[config.mk]
export PLATFORM = sky130hd
export DESIGN_NAME = sdram_init_gen_flat
export DESIGN_NICKNAME = d
export VERILOG_FILES = /design/src/rtl/sdram_pkg.sv /design/src/rtl/sdram_init_gen_if.sv /design/src/rtl/sdram_tcnt.sv /design/src/rtl/sdram_init_gen.sv /design/src/flat_wrapper.sv
export SDC_FILE = /design/constraint.sdc
export NUM_CORES = 1
export LEC_CHECK = 0
export ABC_AREA = 1
export BUFFER_PORTS_ARGS = -buffer_cell sky130_fd_sc_hd__buf_2
export CORE_ASPECT_RATIO = 0.5
export CORE_UTILIZATION = 40
export DETAILED_ROUTE_END_ITERATION = 7
export HOLD_SLACK_MARGIN = 0.06
export PLACE_DENSITY = 0.65
export SLEW_MARGIN = 20
export SYNTH_ARGS = -nofsm -noshare
export SYNTH_HDL_FRONTEND = slang
export SYNTH_SLANG_ARGS = --single-unit
export TNS_END_PERCENT = 1
[constraint.sdc]
create_clock -name sclk -period 3.8 [get_ports sclk]
set_input_delay 0.19 -clock sclk [delete_from_list [all_inputs] [get_ports sclk]]
set_output_delay 0.19 -clock sclk [all_outputs]
set_load 0.01 [all_outputs]
[src/rtl/sdram_pkg.sv]
// Shared SDRAM init definitions: command encodings, init FSM states
// and a small helper for sizing the gap counter.
package sdram_pkg;

  // {cs_n, ras_n, cas_n, we_n}
  localparam logic [3:0] CMD_DESEL = 4'b1111;
  localparam logic [3:0] CMD_NOP   = 4'b0111;
  localparam logic [3:0] CMD_PRE   = 4'b0010;
  localparam logic [3:0] CMD_AREF  = 4'b0001;
  localparam logic [3:0] CMD_LMR   = 4'b0000;

  typedef enum logic [2:0] {
    S_IDLE,
    S_WAIT,
    S_PRE,
    S_AREF,
    S_LMR,
    S_EMRS,
    S_DONE
  } init_st_e;

  function automatic int max4(int a, int b, int c, int d);
    int m;
    m = a;
    if (b > m) m = b;
    if (c > m) m = c;
    if (d > m) m = d;
    return m;
  endfunction

endpackage

[src/rtl/sdram_init_gen_if.sv]
// Init handshake and SDRAM command bus bundle.
// master: init generator (drives bus, status); slave: controller side.
interface sdram_init_gen_if #(
  parameter int ADDR_W = 13,
  parameter int BA_W   = 2,
  parameter int DQM_W  = 4
);
  logic              init_start;
  logic              init_busy;
  logic              init_end;
  logic              init_done;
  logic              init_cke;
  logic              init_cs_n;
  logic              init_ras_n;
  logic              init_cas_n;
  logic              init_we_n;
  logic [ADDR_W-1:0] init_addr;
  logic [BA_W-1:0]   init_ba;
  logic [DQM_W-1:0]  init_dqm;

  modport master (
    input  init_start,
    output init_busy, init_end, init_done,
    output init_cke, init_cs_n, init_ras_n,
    output init_cas_n, init_we_n,
    output init_addr, init_ba, init_dqm
  );

  modport slave (
    output init_start,
    input  init_busy, init_end, init_done,
    input  init_cke, init_cs_n, init_ras_n,
    input  init_cas_n, init_we_n,
    input  init_addr, init_ba, init_dqm
  );
endinterface

[src/rtl/sdram_tcnt.sv]
// Loadable down-counter; tc pulses for one cycle when a loaded count
// expires. Ports: sclk, srst_n, load, load_val, tc.
module sdram_tcnt #(
  parameter int W = 4
) (
  input  logic         sclk,
  input  logic         srst_n,
  input  logic         load,
  input  logic [W-1:0] load_val,
  output logic         tc
);

  logic [W-1:0] cnt;
  logic         act;

  // Loading N makes tc fire N+1 cycles later; it stops at zero.
  always_ff @(posedge sclk or negedge srst_n) begin
    if (!srst_n) begin
      cnt <= '0;
      act <= 1'b0;
    end else if (load) begin
      cnt <= load_val;
      act <= 1'b1;
    end else if (act) begin
      if (cnt == '0) act <= 1'b0;
      else           cnt <= cnt - W'(1);
    end
  end

  assign tc = act && (cnt == '0);

endmodule

[src/rtl/sdram_init_gen.sv]
// SDRAM power-up init: WAIT, PRE, AREF x N, LMR, optional EMRS.
// Ports: sclk, srst_n, bus (master). Option: SDRAM_INIT_EMRS_EN.
module sdram_init_gen
  import sdram_pkg::*;
#(
  parameter int ADDR_W   = 13,
  parameter int BA_W     = 2,
  parameter int DQM_W    = 4,
  parameter int WAIT_CYC = 20000,
  parameter int T_RP     = 3,
  parameter int T_RFC    = 7,
  parameter int T_MRD    = 2,
  parameter int AREF_NUM = 8,
  parameter logic [ADDR_W-1:0] MODE_REG  = 'h030,
  parameter logic [ADDR_W-1:0] EMODE_REG = 'h000
) (
  input logic               sclk,
  input logic               srst_n,
  sdram_init_gen_if.master  bus
);

  localparam int MAXI = max4(WAIT_CYC, T_RP, T_RFC, T_MRD);
  localparam int TW   = $clog2(MAXI + 1);
  localparam int RW   = $clog2(AREF_NUM + 1);

  if (T_RP < 1 || T_RFC < 1 || T_MRD < 1 ||
      AREF_NUM < 1 || WAIT_CYC < 1 || ADDR_W < 11 ||
      $bits(EMODE_REG) != ADDR_W) begin : g_bad
    $error("sdram_init_gen: illegal parameters");
  end

  init_st_e          st, st_nx;
  logic [RW-1:0]     ref_cnt, ref_nx;
  logic [3:0]        cmd_q, cmd_nx;
  logic [ADDR_W-1:0] addr_q, addr_nx;
  logic [BA_W-1:0]   ba_q, ba_nx;
  logic              cke_q, cke_nx;
  logic              busy_q, busy_nx;
  logic              end_q, end_nx;
  logic              done_q, done_nx;
  logic              ld, tc, go, fin;
  logic [TW-1:0]     ld_val;

  sdram_tcnt #(.W(TW)) u_tcnt (
    .sclk     (sclk),
    .srst_n   (srst_n),
    .load     (ld),
    .load_val (ld_val),
    .tc       (tc)
  );

  // Each gap of G cycles loads G-1 into the counter.
  always_comb begin
    st_nx   = st;
    ref_nx  = ref_cnt;
    cmd_nx  = CMD_NOP;
    addr_nx = '0;
    ba_nx   = '0;
    cke_nx  = 1'b1;
    busy_nx = busy_q;
    end_nx  = 1'b0;
    done_nx = done_q;
    ld      = 1'b0;
    ld_val  = '0;
    go      = 1'b0;
    fin     = 1'b0;
    unique case (st)
      S_IDLE: begin
        cmd_nx = CMD_DESEL;
        cke_nx = 1'b0;
        go     = bus.init_start;
      end
      S_DONE: begin
        cmd_nx = CMD_DESEL;
        go     = bus.init_start;
      end
      S_WAIT: begin
        if (tc) begin
          cmd_nx      = CMD_PRE;
          addr_nx[10] = 1'b1;
          st_nx       = S_PRE;
          ld          = 1'b1;
          ld_val      = TW'(T_RP - 1);
        end
      end
      S_PRE: begin
        if (tc) begin
          cmd_nx = CMD_AREF;
          ref_nx = RW'(1);
          st_nx  = S_AREF;
          ld     = 1'b1;
          ld_val = TW'(T_RFC - 1);
        end
      end
      S_AREF: begin
        if (tc) begin
          ld = 1'b1;
          if (ref_cnt == RW'(AREF_NUM)) begin
            cmd_nx  = CMD_LMR;
            addr_nx = MODE_REG;
            st_nx   = S_LMR;
            ld_val  = TW'(T_MRD - 1);
          end else begin
            cmd_nx = CMD_AREF;
            ref_nx = ref_cnt + RW'(1);
            ld_val = TW'(T_RFC - 1);
          end
        end
      end
`ifdef SDRAM_INIT_EMRS_EN
      S_LMR: begin
        if (tc) begin
          cmd_nx  = CMD_LMR;
          ba_nx   = BA_W'(2);
          addr_nx = EMODE_REG;
          st_nx   = S_EMRS;
          ld      = 1'b1;
          ld_val  = TW'(T_MRD - 1);
        end
      end
      S_EMRS: fin = tc;
`else
      S_LMR: fin = tc;
`endif
      default: st_nx = S_IDLE;
    endcase

    if (go) begin
      st_nx   = S_WAIT;
      ref_nx  = '0;
      cmd_nx  = CMD_NOP;
      cke_nx  = 1'b1;
      busy_nx = 1'b1;
      done_nx = 1'b0;
      ld      = 1'b1;
      ld_val  = TW'(WAIT_CYC - 1);
    end

    if (fin) begin
      st_nx   = S_DONE;
      cmd_nx  = CMD_DESEL;
      busy_nx = 1'b0;
      end_nx  = 1'b1;
      done_nx = 1'b1;
    end
  end

  always_ff @(posedge sclk or negedge srst_n) begin
    if (!srst_n) begin
      st      <= S_IDLE;
      ref_cnt <= '0;
      cmd_q   <= CMD_DESEL;
      addr_q  <= '0;
      ba_q    <= '0;
      cke_q   <= 1'b0;
      busy_q  <= 1'b0;
      end_q   <= 1'b0;
      done_q  <= 1'b0;
    end else begin
      st      <= st_nx;
      ref_cnt <= ref_nx;
      cmd_q   <= cmd_nx;
      addr_q  <= addr_nx;
      ba_q    <= ba_nx;
      cke_q   <= cke_nx;
      busy_q  <= busy_nx;
      end_q   <= end_nx;
      done_q  <= done_nx;
    end
  end

  assign bus.init_cke   = cke_q;
  assign bus.init_cs_n  = cmd_q[3];
  assign bus.init_ras_n = cmd_q[2];
  assign bus.init_cas_n = cmd_q[1];
  assign bus.init_we_n  = cmd_q[0];
  assign bus.init_addr  = addr_q;
  assign bus.init_ba    = ba_q;
  assign bus.init_dqm   = {DQM_W{1'b1}};
  assign bus.init_busy  = busy_q;
  assign bus.init_end   = end_q;
  assign bus.init_done  = done_q;

endmodule

[src/flat_wrapper.sv]
// flat-port wrapper written by rule: the top's interface ports become plain ports
module sdram_init_gen_flat import sdram_pkg::*;
#(
  parameter int ADDR_W   = 13,
  parameter int BA_W     = 2,
  parameter int DQM_W    = 4,
  parameter int WAIT_CYC = 20000,
  parameter int T_RP     = 3,
  parameter int T_RFC    = 7,
  parameter int T_MRD    = 2,
  parameter int AREF_NUM = 8,
  parameter logic [ADDR_W-1:0] MODE_REG  = 'h030,
  parameter logic [ADDR_W-1:0] EMODE_REG = 'h000
)
  (sclk, srst_n, bus_init_start, bus_init_busy, bus_init_end, bus_init_done, bus_init_cke, bus_init_cs_n, bus_init_ras_n, bus_init_cas_n, bus_init_we_n, bus_init_addr, bus_init_ba, bus_init_dqm);
  sdram_init_gen_if #(.ADDR_W(ADDR_W), .BA_W(BA_W), .DQM_W(DQM_W)) bus_i ();
  input logic sclk;
  input logic srst_n;
  input wire logic [$bits(bus_i.init_start)-1:0] bus_init_start;
  output wire logic [$bits(bus_i.init_busy)-1:0] bus_init_busy;
  output wire logic [$bits(bus_i.init_end)-1:0] bus_init_end;
  output wire logic [$bits(bus_i.init_done)-1:0] bus_init_done;
  output wire logic [$bits(bus_i.init_cke)-1:0] bus_init_cke;
  output wire logic [$bits(bus_i.init_cs_n)-1:0] bus_init_cs_n;
  output wire logic [$bits(bus_i.init_ras_n)-1:0] bus_init_ras_n;
  output wire logic [$bits(bus_i.init_cas_n)-1:0] bus_init_cas_n;
  output wire logic [$bits(bus_i.init_we_n)-1:0] bus_init_we_n;
  output wire logic [$bits(bus_i.init_addr)-1:0] bus_init_addr;
  output wire logic [$bits(bus_i.init_ba)-1:0] bus_init_ba;
  output wire logic [$bits(bus_i.init_dqm)-1:0] bus_init_dqm;
  assign bus_i.init_start = bus_init_start;
  assign bus_init_busy = bus_i.init_busy;
  assign bus_init_end = bus_i.init_end;
  assign bus_init_done = bus_i.init_done;
  assign bus_init_cke = bus_i.init_cke;
  assign bus_init_cs_n = bus_i.init_cs_n;
  assign bus_init_ras_n = bus_i.init_ras_n;
  assign bus_init_cas_n = bus_i.init_cas_n;
  assign bus_init_we_n = bus_i.init_we_n;
  assign bus_init_addr = bus_i.init_addr;
  assign bus_init_ba = bus_i.init_ba;
  assign bus_init_dqm = bus_i.init_dqm;
  sdram_init_gen #(.ADDR_W(ADDR_W), .BA_W(BA_W), .DQM_W(DQM_W), .WAIT_CYC(WAIT_CYC), .T_RP(T_RP), .T_RFC(T_RFC), .T_MRD(T_MRD), .AREF_NUM(AREF_NUM), .MODE_REG(MODE_REG), .EMODE_REG(EMODE_REG)) u_core (.sclk(sclk), .srst_n(srst_n), .bus(bus_i));
endmodule
==> flow_summary.ini <==
[outcome]
status = complete, no violations

[clock_network]
cts_tree = built
numCtsBuffers = 5
cts.sinks = 33
root_buffer = clkbuf_8
clkLatencyLatePin_ps = 290
clockBufferDepth = 2
cts_max_level = 2
clk_pin_slew_ps = 80

[final_layout]
layoutNonFillerInstCount = 372
seqCellArea_um2 = 830.8
syn_to_final_growth_pct = 8.622
antenna_cells = 0
drive_above_1_share_pct = 17.22
fillers = 508
fin_nets = 308
multiInputGateArea_mm2 = 0.001071

[pwr]
power_mw = 1.314
power_frac_seq_pct = 36.8
p_int_mw = 0.7717
clock_power_share_pct = 26.0
comb_power_share_pct = 37.3
peakVddDrop_mv = 0.2455
p_switching_mw = 0.5425
cellPowerDensity_mw_per_mm2 = 567.2
leakagePower_nw = 1.169
p_sw_share_pct = 41.28

[setup_path]
crit_arrival_ps = 1980
cp_common_cell = inv_1
path_class = flip-flop to flip-flop
r2r_end = u_core.u_tcnt.cnt[2]
worstSetupStartpointType = flip-flop
startpoint = u_core.u_tcnt.cnt[0]
r2r-start = u_core.u_tcnt.cnt[0]
rr_worst_depth = 11
worst_setup_path_end_kind = flip-flop
crit_slowest_cell = dfrtp_1
crit_chain = inv_1 -> ha_1 -> inv_1 -> nor2_1 -> nand3_1 -> inv_1 -> nand4_4 -> nand3_4 -> inv_4 -> nand2_1 -> nand2_1
critPathMaxStageDelay_ps = 390
reg2reg_slack_ps = 2010
cp.required_ps = 3990
crit_fanout = 9

[sta]
fin_crit_sh_pct = 47.10
fin_setup_tns_ps = 0
slew_headroom_pct = 50.49
rsz0062_at_grt = no
finalWorstSetupSlack_ps = 2010
layout_min_cycle_time_ps = 1790
hold_viol = 0
tightest_slew_ps = 742.7
fin_skew_ps = 8.066
whs_ps = 175.9
setup_viol_count_final = 0
slew_violations = 0
max_freq_ghz = 0.5588

[drt]
wl_mm = 4.134
drt.antenna.violating_nets = 0
wire_per_inst_um = 11.11
dr.pass1.iters = 4
drc = 0
viasPerCell = 4.710
dr.first_iter.drc_count = 67
vias = 1752

[logic_synthesis]
postSynthCellCount = 285
synthTopCellsByArea = dfrtp_1, nand2_1, nor2_1, buf_4, inv_1
synth_top_area_share_pct = 34.02
ys_ff_latch = 33
synth.avg_cell_area_um2 = 7.485
synth_top_area_cell = dfrtp_1
synth.cell_area_mm2 = 0.002133
synth-seq-area-share_pct = 38.94
ys_types = 34
synth.yosys.warnings = 0

[floorplanning]
die_area_mm2 = 0.005647
coreArea_mm2 = 0.005022
rows = 18
die_w_um = 105.3
io_pins = 30
initial_utilization_pct = 42.48
die_y_um = 53.64

[global_route]
track_usage_pct = 16.34
gr-total-overflow = 0
grt_max_degree = 34
grt_pass1_wl_mm = 7.148
antenna_found_initial = 0
first_global_vias = 1588

[placed_design]
post-place-ws_ps = 2017
post-place-cells = 363
io_buffer_count = 13
routabilityCongestion = 0.8908
hpwl_mm = 3.061

[min_path]
hold_path.class = input port to flip-flop
hp-start = bus_init_start
whs_path_depth = 3
min_to = u_core.bus.init_cke

[run]
max-cap-violations = 0
[metrics by stage]
stage                     utilization, %  area, um2
after floorplan                        -       2186
after global placement             43.65       2192
after detailed placement           43.65       2192
after CTS                          46.14       2317
after global routing               46.14       2317
final                              46.14       2317
[sequential cells by signal, summed over array words and instances, names as in the netlist]
name / cells
u_core.ref_cnt: 4
u_core.cmd_q: 4
u_core.bus.init_cke: 1
u_core.bus.init_busy: 1
u_core.bus.init_end: 1
u_core.u_tcnt.cnt: 15
u_core.bus.init_addr: 2
u_core.bus.init_done: 1
u_core.st: 3
u_core.u_tcnt.act: 1
[critical path, delay by kind of cell (launching register included)]
kind | cells | cell delay, ps
flops | 1 | 390
buf+inv | 4 | 380
simple gates | 6 | 720
fa+ha+maj | 1 | 190
[area by class of cell]
type                    instances  share of cell area (%)
multi-input cells             211                   46.22
flip-flops and latches         33                   35.85
inverters                      36                   5.940
well taps                      70                   3.780
repair buffers                 14                   3.240
clock buffers                   5                   2.970
clock inverters                 3                   1.998
[timing repair]
item                                   in CTS  in global routing
setup buffers                               0                  0
hold buffers                                1                  0
endpoints found under the hold margin      29                  0
gates resized for setup                     0                  0
[worst max-delay path by stage]
stage / depth (start not counted) / endpoint
after floorplan: 11 / u_core.u_tcnt.cnt[14]
after global placement: 11 / u_core.u_tcnt.cnt[2]
after detailed placement: 11 / u_core.u_tcnt.cnt[2]
after CTS: 11 / u_core.u_tcnt.cnt[2]
after global routing: 11 / u_core.u_tcnt.cnt[11]
final: 11 / u_core.u_tcnt.cnt[2]
[routing by layer]
layer,vias to the layer above,track usage (%),routed length (um)
li1,889,-,-
met1,816,21.27,2078
met2,43,27.96,1878
met3,4,3.995,159
met4,0,4.225,17
met5,-,0,0
[power by group through the flow]
stage                     Clock [mW]  Sequential, mW  Combinational [mW]
after floorplan                    0           0.482               0.407
after global placement             0           0.487               0.480
after detailed placement           0           0.489               0.487
after CTS                      0.348           0.482               0.491
after global routing           0.360           0.493               0.563
final                          0.342           0.483               0.490
[cells by family after synthesis]
group | after synthesis | share of synthesized area, %
fa+ha+maj | 4 | 2.346
simple gates | 169 | 37.83
other cells | 2 | 0.3520
buf+inv | 55 | 13.31
flops | 33 | 38.94
compound gates | 16 | 4.751
xor+xnor | 6 | 2.463
[synth_stat cells]
cell type and count:
nand2_2 4, xnor2_1 2, nor3b_1 1, ha_1 4
nor2_4 4, nand3_1 23, nand2_1 70, dfstp_2 4
nand3_2 3, conb_1 2, o211ai_1 1, a21oi_2 1
inv_1 31, nor3_1 3, o21ai_0 8, nand3b_1 1
nor2_1 47, inv_4 1, nand4_1 5, inv_2 4
dfrtp_1 29, o21ai_1 1, nand2_4 3, o211ai_2 1
nor2_2 2, nand4_4 1, a21oi_1 2, o2111ai_1 1
xor2_1 4, or2_2 1, buf_6 1, buf_4 18
nand3_4 1, o21ai_2 1
[placed cells by master, fill, tap and decap left out, types with 5 or more instances in the layout]
master    synthesis  layout
clkbuf_8          0       5
conb_1            2      16
nand4_1           5       5
nand2_1          70      70
buf_2             0      13
inv_1            31      31
o21ai_0           8       8
dfrtp_1          29      29
nand3_1          23      23
nor2_1           47      47
Note: power is estimated with default switching activity, not from simulation.
